<file path="src/rtl/seg7_pkg.sv">
// ============================================================================
// Module      : seg7_pkg
// Description : Segment patterns, decode helper and converter FSM encoding.
// Revision    : 1.0 - initial release
// ============================================================================
`default_nettype none

package seg7_pkg;

    // Active-high patterns, bit order {g,f,e,d,c,b,a}
    localparam logic [6:0] SEG_DASH  = 7'h40;
    localparam logic [6:0] SEG_BLANK = 7'h00;

    typedef enum logic [1:0] {
        ST_IDLE  = 2'd0,
        ST_SHIFT = 2'd1,
        ST_LATCH = 2'd2
    } conv_state_t;

    function automatic logic [6:0] seg_decode(input logic [3:0] nib);
        logic [6:0] pat;
        case (nib)
            4'd0:    pat = 7'h3F;
            4'd1:    pat = 7'h06;
            4'd2:    pat = 7'h5B;
            4'd3:    pat = 7'h4F;
            4'd4:    pat = 7'h66;
            4'd5:    pat = 7'h6D;
            4'd6:    pat = 7'h7D;
            4'd7:    pat = 7'h07;
            4'd8:    pat = 7'h7F;
            4'd9:    pat = 7'h6F;
            default: pat = SEG_BLANK;
        endcase
        return pat;
    endfunction

endpackage

`default_nettype wire

</file>
<file path="src/rtl/seg7_bcd_display_if.sv">
// ============================================================================
// Module      : seg7_bcd_display_if
// Description : Load/value request and display pin bundle of seg7_bcd_display.
// Revision    : 1.0 - initial release
// ============================================================================
`default_nettype none

interface seg7_bcd_display_if #(
    parameter int DATA_W = 16,
    parameter int DIGITS = 8
);
    logic [DATA_W-1:0] value;
    logic              load;
    logic              busy;
    logic              overflow;
    logic [7:0]        seg_out;
    logic [DIGITS-1:0] an_out;

    modport master (
        output value, load,
        input  busy, overflow, seg_out, an_out
    );

    modport slave (
        input  value, load,
        output busy, overflow, seg_out, an_out
    );
endinterface

`default_nettype wire

</file>
<file path="src/rtl/bin2bcd_seq.sv">
// ============================================================================
// Module      : bin2bcd_seq
// Description : Sequential double-dabble binary to BCD, one bit per cycle.
// Revision    : 1.0 - initial release
// ============================================================================
`default_nettype none

module bin2bcd_seq
    import seg7_pkg::*;
#(
    parameter int DATA_W = 16,
    parameter int DIGITS = 8
) (
    input  logic                  clock,
    input  logic                  rst,
    input  logic                  start,
    input  logic [DATA_W-1:0]     bin,
    output logic                  busy,
    output logic                  done,
    output logic [4*DIGITS-1:0]   bcd,
    output logic                  ovf
);

    localparam int BCD_W = 4 * DIGITS;
    localparam int CNT_W = $clog2(DATA_W + 1);

    conv_state_t        r_state, w_state_nxt;
    logic [DATA_W-1:0]  r_bin, w_bin_nxt;
    logic [BCD_W-1:0]   r_bcd, w_bcd_nxt, w_bcd_adj;
    logic               r_acc, w_acc_nxt;
    logic [CNT_W-1:0]   r_cnt, w_cnt_nxt;

    always_ff @(posedge clock or posedge rst) begin
        if (rst) begin
            r_state <= ST_IDLE;
            r_bin   <= '0;
            r_bcd   <= '0;
            r_acc   <= 1'b0;
            r_cnt   <= '0;
        end else begin
            r_state <= w_state_nxt;
            r_bin   <= w_bin_nxt;
            r_bcd   <= w_bcd_nxt;
            r_acc   <= w_acc_nxt;
            r_cnt   <= w_cnt_nxt;
        end
    end

    // Add-3 correction so each nibble carries into the next one on the shift
    always_comb begin
        w_bcd_adj = r_bcd;
        for (int i = 0; i < DIGITS; i++) begin
            if (r_bcd[4*i +: 4] >= 4'd5)
                w_bcd_adj[4*i +: 4] = r_bcd[4*i +: 4] + 4'd3;
        end
    end

    always_comb begin
        w_state_nxt = r_state;
        w_bin_nxt   = r_bin;
        w_bcd_nxt   = r_bcd;
        w_acc_nxt   = r_acc;
        w_cnt_nxt   = r_cnt;
        case (r_state)
            ST_IDLE: begin
                if (start) begin
                    w_bin_nxt   = bin;
                    w_bcd_nxt   = '0;
                    w_acc_nxt   = 1'b0;
                    w_cnt_nxt   = '0;
                    w_state_nxt = ST_SHIFT;
                end
            end
            ST_SHIFT: begin
                w_bcd_nxt = {w_bcd_adj[BCD_W-2:0], r_bin[DATA_W-1]};
                w_bin_nxt = {r_bin[DATA_W-2:0], 1'b0};
                // A digit carried past the top nibble means the value does not fit
                w_acc_nxt = r_acc | w_bcd_adj[BCD_W-1];
                w_cnt_nxt = r_cnt + CNT_W'(1);
                if (r_cnt == CNT_W'(DATA_W - 1))
                    w_state_nxt = ST_LATCH;
            end
            ST_LATCH: begin
                w_state_nxt = ST_IDLE;
            end
            default: begin
                w_state_nxt = ST_IDLE;
            end
        endcase
    end

    assign busy = (r_state != ST_IDLE);
    assign done = (r_state == ST_LATCH);
    assign bcd  = r_bcd;
    assign ovf  = r_acc;

endmodule

`default_nettype wire

</file>
<file path="src/rtl/seg7_bcd_display.sv">
// ============================================================================
// Module      : seg7_bcd_display
// Description : Binary-to-BCD multiplexed seven-segment driver; optional
//               leading-zero blanking enabled by SEG7_LZ_BLANK_EN.
// Revision    : 1.0 - initial release
// ============================================================================
`default_nettype none

module seg7_bcd_display
    import seg7_pkg::*;
#(
    parameter int DATA_W     = 16,
    parameter int DIGITS     = 8,
    parameter int SCAN_DIV   = 100000,
    parameter int ACTIVE_LOW = 1
) (
    input  logic               clock,
    input  logic               rst,
    seg7_bcd_display_if.slave  bus
);

    localparam int SCAN_W = (SCAN_DIV > 1) ? $clog2(SCAN_DIV) : 1;
    localparam int IDX_W  = (DIGITS > 1) ? $clog2(DIGITS) : 1;

    logic                  w_conv_busy;
    logic                  w_conv_done;
    logic [4*DIGITS-1:0]   w_conv_bcd;
    logic                  w_conv_ovf;

    logic [4*DIGITS-1:0]   r_disp;
    logic                  r_overflow;
    logic [SCAN_W-1:0]     r_scan_cnt;
    logic [IDX_W-1:0]      r_digit_idx;
    logic [DIGITS-1:0]     r_an;
    logic [7:0]            r_seg;
    logic [DIGITS-1:0]     w_blank;
    logic [3:0]            w_nibble;
    logic [6:0]            w_seg_pat;

    bin2bcd_seq #(
        .DATA_W (DATA_W),
        .DIGITS (DIGITS)
    ) u_bin2bcd (
        .clock (clock),
        .rst   (rst),
        .start (bus.load),
        .bin   (bus.value),
        .busy  (w_conv_busy),
        .done  (w_conv_done),
        .bcd   (w_conv_bcd),
        .ovf   (w_conv_ovf)
    );

    always_ff @(posedge clock or posedge rst) begin
        if (rst) begin
            r_disp     <= '0;
            r_overflow <= 1'b0;
        end else if (w_conv_done) begin
            r_disp     <= w_conv_bcd;
            r_overflow <= w_conv_ovf;
        end
    end

    always_ff @(posedge clock or posedge rst) begin
        if (rst) begin
            r_scan_cnt  <= '0;
            r_digit_idx <= '0;
        end else if (r_scan_cnt == SCAN_W'(SCAN_DIV - 1)) begin
            r_scan_cnt  <= '0;
            r_digit_idx <= (r_digit_idx == IDX_W'(DIGITS - 1)) ? '0
                                                               : r_digit_idx + IDX_W'(1);
        end else begin
            r_scan_cnt  <= r_scan_cnt + SCAN_W'(1);
        end
    end

`ifdef SEG7_LZ_BLANK_EN
    // A digit is blank when it and every digit above it are zero; digit 0 always shows
    always_comb begin : lz_scan
        logic zero_run;
        zero_run = 1'b1;
        w_blank  = '0;
        for (int i = DIGITS - 1; i > 0; i--) begin
            zero_run   = zero_run & (r_disp[4*i +: 4] == 4'd0);
            w_blank[i] = zero_run;
        end
    end
`else
    assign w_blank = '0;
`endif

    always_comb begin
        w_nibble = r_disp[4*r_digit_idx +: 4];
        if (r_overflow)
            w_seg_pat = SEG_DASH;
        else if (w_blank[r_digit_idx])
            w_seg_pat = SEG_BLANK;
        else
            w_seg_pat = seg_decode(w_nibble);
    end

    // Anode and segments register together so the pair always switches in step
    always_ff @(posedge clock or posedge rst) begin
        if (rst) begin
            r_an  <= '0;
            r_seg <= '0;
        end else begin
            r_an  <= DIGITS'(1) << r_digit_idx;
            r_seg <= {1'b0, w_seg_pat};
        end
    end

    generate
        if (ACTIVE_LOW != 0) begin : g_active_low
            assign bus.an_out  = ~r_an;
            assign bus.seg_out = ~r_seg;
        end else begin : g_active_high
            assign bus.an_out  = r_an;
            assign bus.seg_out = r_seg;
        end
    endgenerate

    assign bus.busy     = w_conv_busy;
    assign bus.overflow = r_overflow;

endmodule

`default_nettype wire
</file>
<file path="src/flat_wrapper.sv">
// flat-port wrapper written by rule: the top's interface ports become plain ports
module seg7_bcd_display_flat import seg7_pkg::*;
#(
    parameter int DATA_W     = 16,
    parameter int DIGITS     = 8,
    parameter int SCAN_DIV   = 100000,
    parameter int ACTIVE_LOW = 1
)
  (clock, rst, bus_value, bus_load, bus_busy, bus_overflow, bus_seg_out, bus_an_out);
  seg7_bcd_display_if #(.DATA_W(DATA_W), .DIGITS(DIGITS)) bus_i ();
  input  logic clock;
  input  logic rst;
  input wire logic [$bits(bus_i.value)-1:0] bus_value;
  input wire logic [$bits(bus_i.load)-1:0] bus_load;
  output wire logic [$bits(bus_i.busy)-1:0] bus_busy;
  output wire logic [$bits(bus_i.overflow)-1:0] bus_overflow;
  output wire logic [$bits(bus_i.seg_out)-1:0] bus_seg_out;
  output wire logic [$bits(bus_i.an_out)-1:0] bus_an_out;
  assign bus_i.value = bus_value;
  assign bus_i.load = bus_load;
  assign bus_busy = bus_i.busy;
  assign bus_overflow = bus_i.overflow;
  assign bus_seg_out = bus_i.seg_out;
  assign bus_an_out = bus_i.an_out;
  seg7_bcd_display #(.DATA_W(DATA_W), .DIGITS(DIGITS), .SCAN_DIV(SCAN_DIV), .ACTIVE_LOW(ACTIVE_LOW)) u_core (.clock(clock), .rst(rst), .bus(bus_i));
endmodule
</file>
<file path="config.mk">
export PLATFORM = sky130hd
export DESIGN_NAME = seg7_bcd_display_flat
export DESIGN_NICKNAME = d
export VERILOG_FILES = /design/src/rtl/seg7_pkg.sv /design/src/rtl/seg7_bcd_display_if.sv /design/src/rtl/bin2bcd_seq.sv /design/src/rtl/seg7_bcd_display.sv /design/src/flat_wrapper.sv
export SDC_FILE = /design/constraint.sdc
export NUM_CORES = 1
export LEC_CHECK = 0
export ABC_CLOCK_PERIOD_IN_PS = 3630
export CORE_MARGIN = 2
export CORE_UTILIZATION = 56
export CTS_BUF_LIST = sky130_fd_sc_hd__clkbuf_2 sky130_fd_sc_hd__clkbuf_4 sky130_fd_sc_hd__clkbuf_8
export DETAILED_ROUTE_END_ITERATION = 16
export PLACE_DENSITY = 0.81
export SETUP_SLACK_MARGIN = 0.1
export SKIP_CTS_REPAIR_TIMING = 1
export SYNTH_ARGS = -nofsm -noshare
export SYNTH_HDL_FRONTEND = slang
export SYNTH_SLANG_ARGS = --single-unit
</file>
<file path="constraint.sdc">
create_clock -name clock -period 3.63 [get_ports clock]
set_input_delay 0.363 -clock clock [delete_from_list [all_inputs] [get_ports clock]]
set_output_delay 0.363 -clock clock [all_outputs]
set_load 0.01 [all_outputs]
</file>
==> results.sh, run 1 <==
export IMPL_wl_per_instance_um=15.9
export IMPL_p_total_w=0.00504
export IMPL_htreeDepth=4
export IMPL_gpl_final_weighted_congestion=0.841
export IMPL_dpl_worst_slack_ns=1.08
export IMPL_yosys_area_top_type="sky130_fd_sc_hd__dfrtp_1"
export IMPL_initial_core_util_pct=56.7
export IMPL_floorplan_die_width_um=108
export IMPL_startpoint_type_of_the_worst_setup_path="flop"
export IMPL_clock_skew_final_ns=0.0120
export IMPL_part_of_the_cycle_the_worst_path_needs_pct=70.1
export IMPL_vias=4229
export IMPL_hold_viol_final=0
export IMPL_r2r_start="u_core.r_digit_idx[0]"
export IMPL_synth_area_top_cells="sky130_fd_sc_hd__dfrtp_1 51%, sky130_fd_sc_hd__ha_1 6.2%, sky130_fd_sc_hd__mux2_2 4.5%"
export IMPL_unrepaired_setup_endpoints_after_global_routing="false"
export IMPL_port_buffers=35
export IMPL_worstPathRequired_ns=3.96
export IMPL_grtUsageTotal_pct=22.3
export IMPL_total_leakage_power_nw=3.23
export IMPL_clk_transition_reported_paths_ns=0.07
export IMPL_post_route_setup_tns_ns=0
export IMPL_design_core_area_um2=10700
export IMPL_worst_endpoint_arrival_ns=2.87
export IMPL_dominantRegCellSynth="sky130_fd_sc_hd__dfrtp_1"
export IMPL_post_route_min_period_ns=2.54
export IMPL_post_route_worst_setup_slack_ns=1.09
export IMPL_ir_drop_uv=577
export IMPL_number_of_enable_type_register_cells_in_the_synthesized_netlist=0
export IMPL_die_height_um=108
export IMPL_critical_path_max_fanout=13
export IMPL_globalRouteOverflowTotal=0
export IMPL_yosys_warnings=0
export IMPL_hold_slack_ns=0.451
export IMPL_viasPerCell=5.73
export IMPL_synth_ff_latch_count=124
export IMPL_fillers=828
export IMPL_library_cells_used_by_synthesis=52
export IMPL_post_synth_instance_area_um2=6070
export IMPL_tritoncts_num_buffers=17
export IMPL_clk_path_buf_depth=2
export IMPL_syn_to_final_growth_pct=14.8
export IMPL_drt_iter0_markers=215
export IMPL_yosysTopAreaCellShare_pct=51.1
export IMPL_worst_r2r_setup_slack_ns=1.09
export IMPL_async_reset_ff_share_pct=100
export IMPL_post_dp_hpwl_um=7940
export IMPL_root_buffer="sky130_fd_sc_hd__clkbuf_8"
export IMPL_max_clock_freq_ghz=0.393
export IMPL_final_core_util_pct=65.1
export IMPL_route_detailed_drc=0
export IMPL_antennaDiodeCount=0
export IMPL_drt_first_pass_iters=4
export IMPL_critical_path_sink_type="flop"
export IMPL_number_of_global_route_vias_before_repair=4377
export IMPL_syn_num_nets=600
export IMPL_design_final_nets=635
export IMPL_cts_tree="built"
export IMPL_pin_count=37
export IMPL_worstSetupPathType="reg2reg"
export IMPL_outcome="finished, final reports clean"
export IMPL_r2r_cells=6
export IMPL_clk_latency_ns=0.43
export IMPL_synthMostInstantiatedCell="sky130_fd_sc_hd__dfrtp_1"
export IMPL_sink_count=124
export IMPL_relSlewSlack_pct=32.9
export IMPL_hp_class="in2async"
export IMPL_synth_commonest_cells="124 x sky130_fd_sc_hd__dfrtp_1, 45 x sky130_fd_sc_hd__nand2_1, 44 x sky130_fd_sc_hd__o21ai_0"
export IMPL_syn_inst=551
export IMPL_maxSlewViolCount=0
export IMPL_proportion_of_layout_cells_with_a_drive_suffix_above_1_pct=12.7
export IMPL_power_per_cell_area_nw_per_um2=723
export IMPL_setup_viol=0
export IMPL_drt_total_wl_um=11700
export IMPL_crit_reg2reg_capture="u_core.r_seg[5]"
export IMPL_grt_max_degree=51
export IMPL_design_die_area_um2=11700
export IMPL_antenna_violating_nets_post_route=0
export IMPL_fraction_of_the_yosys_area_taken_by_sequential_cells_pct=51.1
export IMPL_max_cap_violations=0
export IMPL_core_rows=38
export IMPL_antenna_found_initial=0
export IMPL_synthesized_area_per_cell_um2=11.0
export IMPL_grt_pass1_wl_um=20300
export IMPL_tightestPinTransition_ns=1.01
## how the worst max path moves through the flow
stage,from,to,slack (ns),depth (start not counted)
after floorplan,u_core.r_digit_idx[0],u_core.r_seg[5],1.45,7
after global placement,bus_load,u_core.u_bin2bcd.r_cnt[2],1.16,5
after detailed placement,u_core.r_digit_idx[0],u_core.r_seg[5],1.08,6
after CTS,u_core.r_digit_idx[0],u_core.r_seg[5],1.06,6
after global routing,u_core.r_digit_idx[0],u_core.r_seg[5],0.89,6
final,u_core.r_digit_idx[0],u_core.r_seg[5],1.09,6
## worst max-delay path: stages (launching register included)
cell and delay [ns]:
sky130_fd_sc_hd__dfrtp_1 0.69, sky130_fd_sc_hd__mux4_1 0.67, sky130_fd_sc_hd__mux2i_2 0.38, sky130_fd_sc_hd__inv_1 0.12
sky130_fd_sc_hd__ha_1 0.21, sky130_fd_sc_hd__and2_4 0.14, sky130_fd_sc_hd__o32ai_2 0.24
## stage by stage
step                cell area, um^2  cells
floorplan                      6070    551
CTS                            6970    738
global route                   6970    738
detailed placement             6560    707
finish                         6970    738
global placement               6560    707
## layout make-up
type | count | area (um^2) | share of cell area (%)
Sequential cell | 124 | 3100 | 44.5
Multi-Input combinational cell | 359 | 2700 | 38.7
Timing Repair Buffer | 42 | 415 | 5.96
Clock buffer | 25 | 332 | 4.76
Inverter | 42 | 161 | 2.32
Clock inverter | 6 | 82.6 | 1.18
Tap cell | 140 | 175 | 2.51
## metal layers
metal	vias to the layer above	GRT usage [%]	share of wire, %
li1	2002	-	-
met1	2101	28.1	43
met2	111	37.8	51
met3	15	6.03	4.7
met4	0	6.96	1.3
met5	-	0	0
## flip-flops by register name, indices dropped and copies added, names as in the netlist
register                  cells
u_core.r_disp                32
u_core.u_bin2bcd.bcd         32
u_core.r_scan_cnt            17
u_core.u_bin2bcd.r_bin       16
u_core.r_an                   8
u_core.r_seg                  7
u_core.u_bin2bcd.r_cnt        5
u_core.r_digit_idx            3
u_core.u_bin2bcd.r_state      2
u_core.bus.overflow           1
u_core.u_bin2bcd.ovf          1
## cells in the final DEF (no fill, tap or decap), types with 3 or more instances in the layout
master / netlist / final
sky130_fd_sc_hd__nand2b_1: 9 / 9
sky130_fd_sc_hd__ha_1: 30 / 30
sky130_fd_sc_hd__xnor2_1: 13 / 13
sky130_fd_sc_hd__mux4_1: 5 / 5
sky130_fd_sc_hd__xor2_1: 14 / 14
sky130_fd_sc_hd__nor2_1: 14 / 14
sky130_fd_sc_hd__dfrtp_1: 124 / 124
sky130_fd_sc_hd__a31oi_1: 15 / 15
sky130_fd_sc_hd__buf_4: 1 / 6
sky130_fd_sc_hd__nand3_1: 7 / 7
sky130_fd_sc_hd__inv_1: 41 / 40
sky130_fd_sc_hd__a22o_1: 4 / 4
sky130_fd_sc_hd__nand4_1: 5 / 5
sky130_fd_sc_hd__mux2_2: 24 / 24
sky130_fd_sc_hd__o21ai_0: 44 / 44
sky130_fd_sc_hd__clkbuf_8: 0 / 23
sky130_fd_sc_hd__o31ai_1: 10 / 10
sky130_fd_sc_hd__nor3_1: 4 / 4
sky130_fd_sc_hd__mux4_2: 3 / 3
sky130_fd_sc_hd__and4_1: 4 / 4
sky130_fd_sc_hd__a32o_1: 9 / 9
sky130_fd_sc_hd__nor3b_1: 3 / 3
sky130_fd_sc_hd__o32ai_1: 4 / 4
sky130_fd_sc_hd__o21ai_1: 7 / 7
sky130_fd_sc_hd__mux2i_1: 7 / 7
sky130_fd_sc_hd__a21oi_1: 17 / 17
sky130_fd_sc_hd__nand2_1: 45 / 45
sky130_fd_sc_hd__o22ai_1: 14 / 14
sky130_fd_sc_hd__clkinv_2: 0 / 3
sky130_fd_sc_hd__nor2b_1: 6 / 6
sky130_fd_sc_hd__clkdlybuf4s50_1: 0 / 35
sky130_fd_sc_hd__and2_1: 19 / 19
## power breakdown
| group | leakage, nW | switching, W | internal [W] |
|---|---|---|---|
| clock | 0.215 | 0.000514 | 0.000729 |
| sequential | 1.61 | 0.000301 | 0.00176 |
| combinational | 1.40 | 0.000915 | 0.000819 |
## cell families after synthesis
kind of cell	count (synthesis)	synth area share, %
adder cells (fa/ha/maj)	30	6.18
other	1	0.0618
AND/OR/NAND/NOR	128	11.0
AO/OA/AOI/OAI	130	13.5
flip-flops	124	51.1
buffers and inverters	68	4.41
multiplexers	43	9.83
XOR/XNOR	27	3.90
No activity file was read; power rests on OpenSTA's default activity.
==> run 2, diff against run 1 <==
Settings changed: ABC_CLOCK_PERIOD_IN_PS 3630 to 2050.
Clock period 3.63 ns to 2.05 ns, I/O delays scaled along.
==> run 2 against run 1 <==
Net effect:
- non-clock buffer count rose by 23
- die area unchanged
- global-route usage down 0.50 points
- clock skew is essentially flat
- register-to-register slack lost 1.1 ns
- critical path depth decreased by 1
- via count is 2.6% higher
- largest power group unchanged
- highest routed layer unchanged
==> results.sh, run 2 (same netlist as run 1, synthesis figures left out) <==
export IMPL_worstPathRequired_ns=2.39
export IMPL_antenna_found_initial=0
export IMPL_startpoint_type_of_the_worst_setup_path="flop"
export IMPL_core_rows=38
export IMPL_gpl_final_weighted_congestion=0.830
export IMPL_drt_iter0_markers=256
export IMPL_post_route_min_period_ns=2.01
export IMPL_htreeDepth=4
export IMPL_combinational_fraction_of_design_power_pct=36.4
export IMPL_design_die_area_um2=11700
export IMPL_dpl_worst_slack_ns=-0.128
export IMPL_clk_latency_ns=0.43
export IMPL_clock_skew_final_ns=0.0115
export IMPL_p_total_w=0.00910
export IMPL_power_switching_w=0.00322
export IMPL_root_buffer="sky130_fd_sc_hd__clkbuf_8"
export IMPL_power_per_cell_area_nw_per_um2=1260
export IMPL_final_common_cell="sky130_fd_sc_hd__dfrtp_1"
export IMPL_critical_path_max_fanout=8
export IMPL_final_cell_mix="121 x sky130_fd_sc_hd__dfrtp_1, 45 x sky130_fd_sc_hd__nand2_1, 44 x sky130_fd_sc_hd__o21ai_0"
export IMPL_design_final_nets=658
export IMPL_p_sw_share_pct=35.4
export IMPL_maxSlewViolCount=0
export IMPL_viasPerCell=5.69
export IMPL_grt_max_degree=51
export IMPL_max_cap_violations=0
export IMPL_outcome="finished, final reports clean"
export IMPL_floorplan_die_width_um=108
export IMPL_worstSetupPathType="reg2reg"
export IMPL_ir_drop_uv=635
export IMPL_tritoncts_num_buffers=17
export IMPL_syn_to_final_growth_pct=19.4
export IMPL_route_detailed_drc=0
export IMPL_setup_viol=0
export IMPL_wl_per_instance_um=15.6
export IMPL_pin_count=37
export IMPL_post_route_worst_setup_slack_ns=0.0350
export IMPL_antenna_violating_nets_post_route=0
export IMPL_share_seq_of_total_power_pct=39.9
export IMPL_globalRouteOverflowTotal=0
export IMPL_max_clock_freq_ghz=0.496
export IMPL_initial_core_util_pct=56.7
export IMPL_die_height_um=108
export IMPL_hold_slack_ns=0.117
export IMPL_number_of_global_route_vias_before_repair=4293
export IMPL_worst_endpoint_arrival_ns=2.35
export IMPL_total_leakage_power_nw=3.32
export IMPL_vias=4339
export IMPL_antennaDiodeCount=0
export IMPL_part_of_the_cycle_the_worst_path_needs_pct=98.3
export IMPL_grt_pass1_wl_um=20000
export IMPL_critical_path_sink_type="flop"
export IMPL_design_core_area_um2=10700
export IMPL_port_buffers=35
export IMPL_cts_tree="built"
export IMPL_drt_first_pass_iters=4
export IMPL_hp_class="in2async"
export IMPL_post_dp_hpwl_um=8380
export IMPL_grtUsageTotal_pct=21.8
export IMPL_unrepaired_setup_endpoints_after_global_routing="true"
export IMPL_clk_transition_reported_paths_ns=0.08
export IMPL_power_clock_fraction_pct=23.6
export IMPL_drt_total_wl_um=11900
export IMPL_proportion_of_layout_cells_with_a_drive_suffix_above_1_pct=18.6
export IMPL_clk_path_buf_depth=2
export IMPL_hold_viol_final=0
export IMPL_sink_count=124
export IMPL_power_internal_w=0.00588
-- run 2: cell types whose count changed in the layout (fill, tap and decap cells not counted), moves of 4 or more --
cell                       change
sky130_fd_sc_hd__buf_4        +15
sky130_fd_sc_hd__clkbuf_8      -4
sky130_fd_sc_hd__mux4_1        -4
sky130_fd_sc_hd__buf_12        +5
sky130_fd_sc_hd__mux4_2        +4
-- run 2: layout make-up --
class	count	area, um^2
Clock buffer	19	262
Sequential cell	124	3110
Clock inverter	13	141
Multi-Input combinational cell	359	2740
Timing Repair Buffer	65	662
Inverter	42	161
Fill cell	801	3450
Tap cell	140	175
-- run 2: routing by layer --
metal / vias to the layer above / track usage, % / share of wire [%]
met3: 18 / 4.52 / 3.8
met5: - / 0 / 0
met2: 98 / 38.5 / 52
met4: 0 / 6.78 / 1.4
li1: 2060 / - / -
met1: 2163 / 27.0 / 42
-- run 2: final timing paths --
check                                           from                    endpoint  slack (ns)  depth (start not counted)
max                            u_core.r_digit_idx[0]             u_core.r_seg[5]        0.04                          5
min                                              rst  u_core.u_bin2bcd.r_bin[13]        0.12                          2
max reg2reg                    u_core.r_digit_idx[0]             u_core.r_seg[5]        0.04                          5
min reg2reg                u_core.u_bin2bcd.r_bin[1]   u_core.u_bin2bcd.r_bin[1]        0.48                          2
max in group asynchronous                        rst           u_core.r_disp[30]        1.39                          3
min in group clock                      bus_value[0]   u_core.u_bin2bcd.r_bin[0]        0.43                          2
-- run 2: power groups by stage --
| stage | sequential [W] | clock, W | combinational, W |
|---|---|---|---|
| 3_3_place_gp | 0.00363 | 0 | 0.00304 |
| 5_1_grt | 0.00372 | 0.00229 | 0.00369 |
| 3_5_place_dp | 0.00367 | 0 | 0.00322 |
| 6_report | 0.00363 | 0.00215 | 0.00332 |
| 4_1_cts | 0.00363 | 0.00217 | 0.00324 |
| 2_1_floorplan | 0.00347 | 0 | 0.00245 |
-- run 2: worst max-delay path, cell delays in order (launching register included) --
cell	delay (ns)
sky130_fd_sc_hd__dfrtp_2	0.50
sky130_fd_sc_hd__buf_6	0.13
sky130_fd_sc_hd__mux4_2	0.48
sky130_fd_sc_hd__mux2_4	0.31
sky130_fd_sc_hd__or2_4	0.26
sky130_fd_sc_hd__o32ai_2	0.25
-- run 2: per-stage QoR --
step / area, um^2 / instances / setup TNS, ns / utilization, %
5_1_grt: 7250 / 762 / -0.172 / 67.8
6_report: 7250 / 762 / 0 / 67.8
3_3_place_gp: 6750 / 724 / -0.148 / 63.1
2_1_floorplan: 6080 / 551 / 0 / -
3_5_place_dp: 6750 / 724 / -0.568 / 63.1
4_1_cts: 7160 / 756 / -0.688 / 66.9
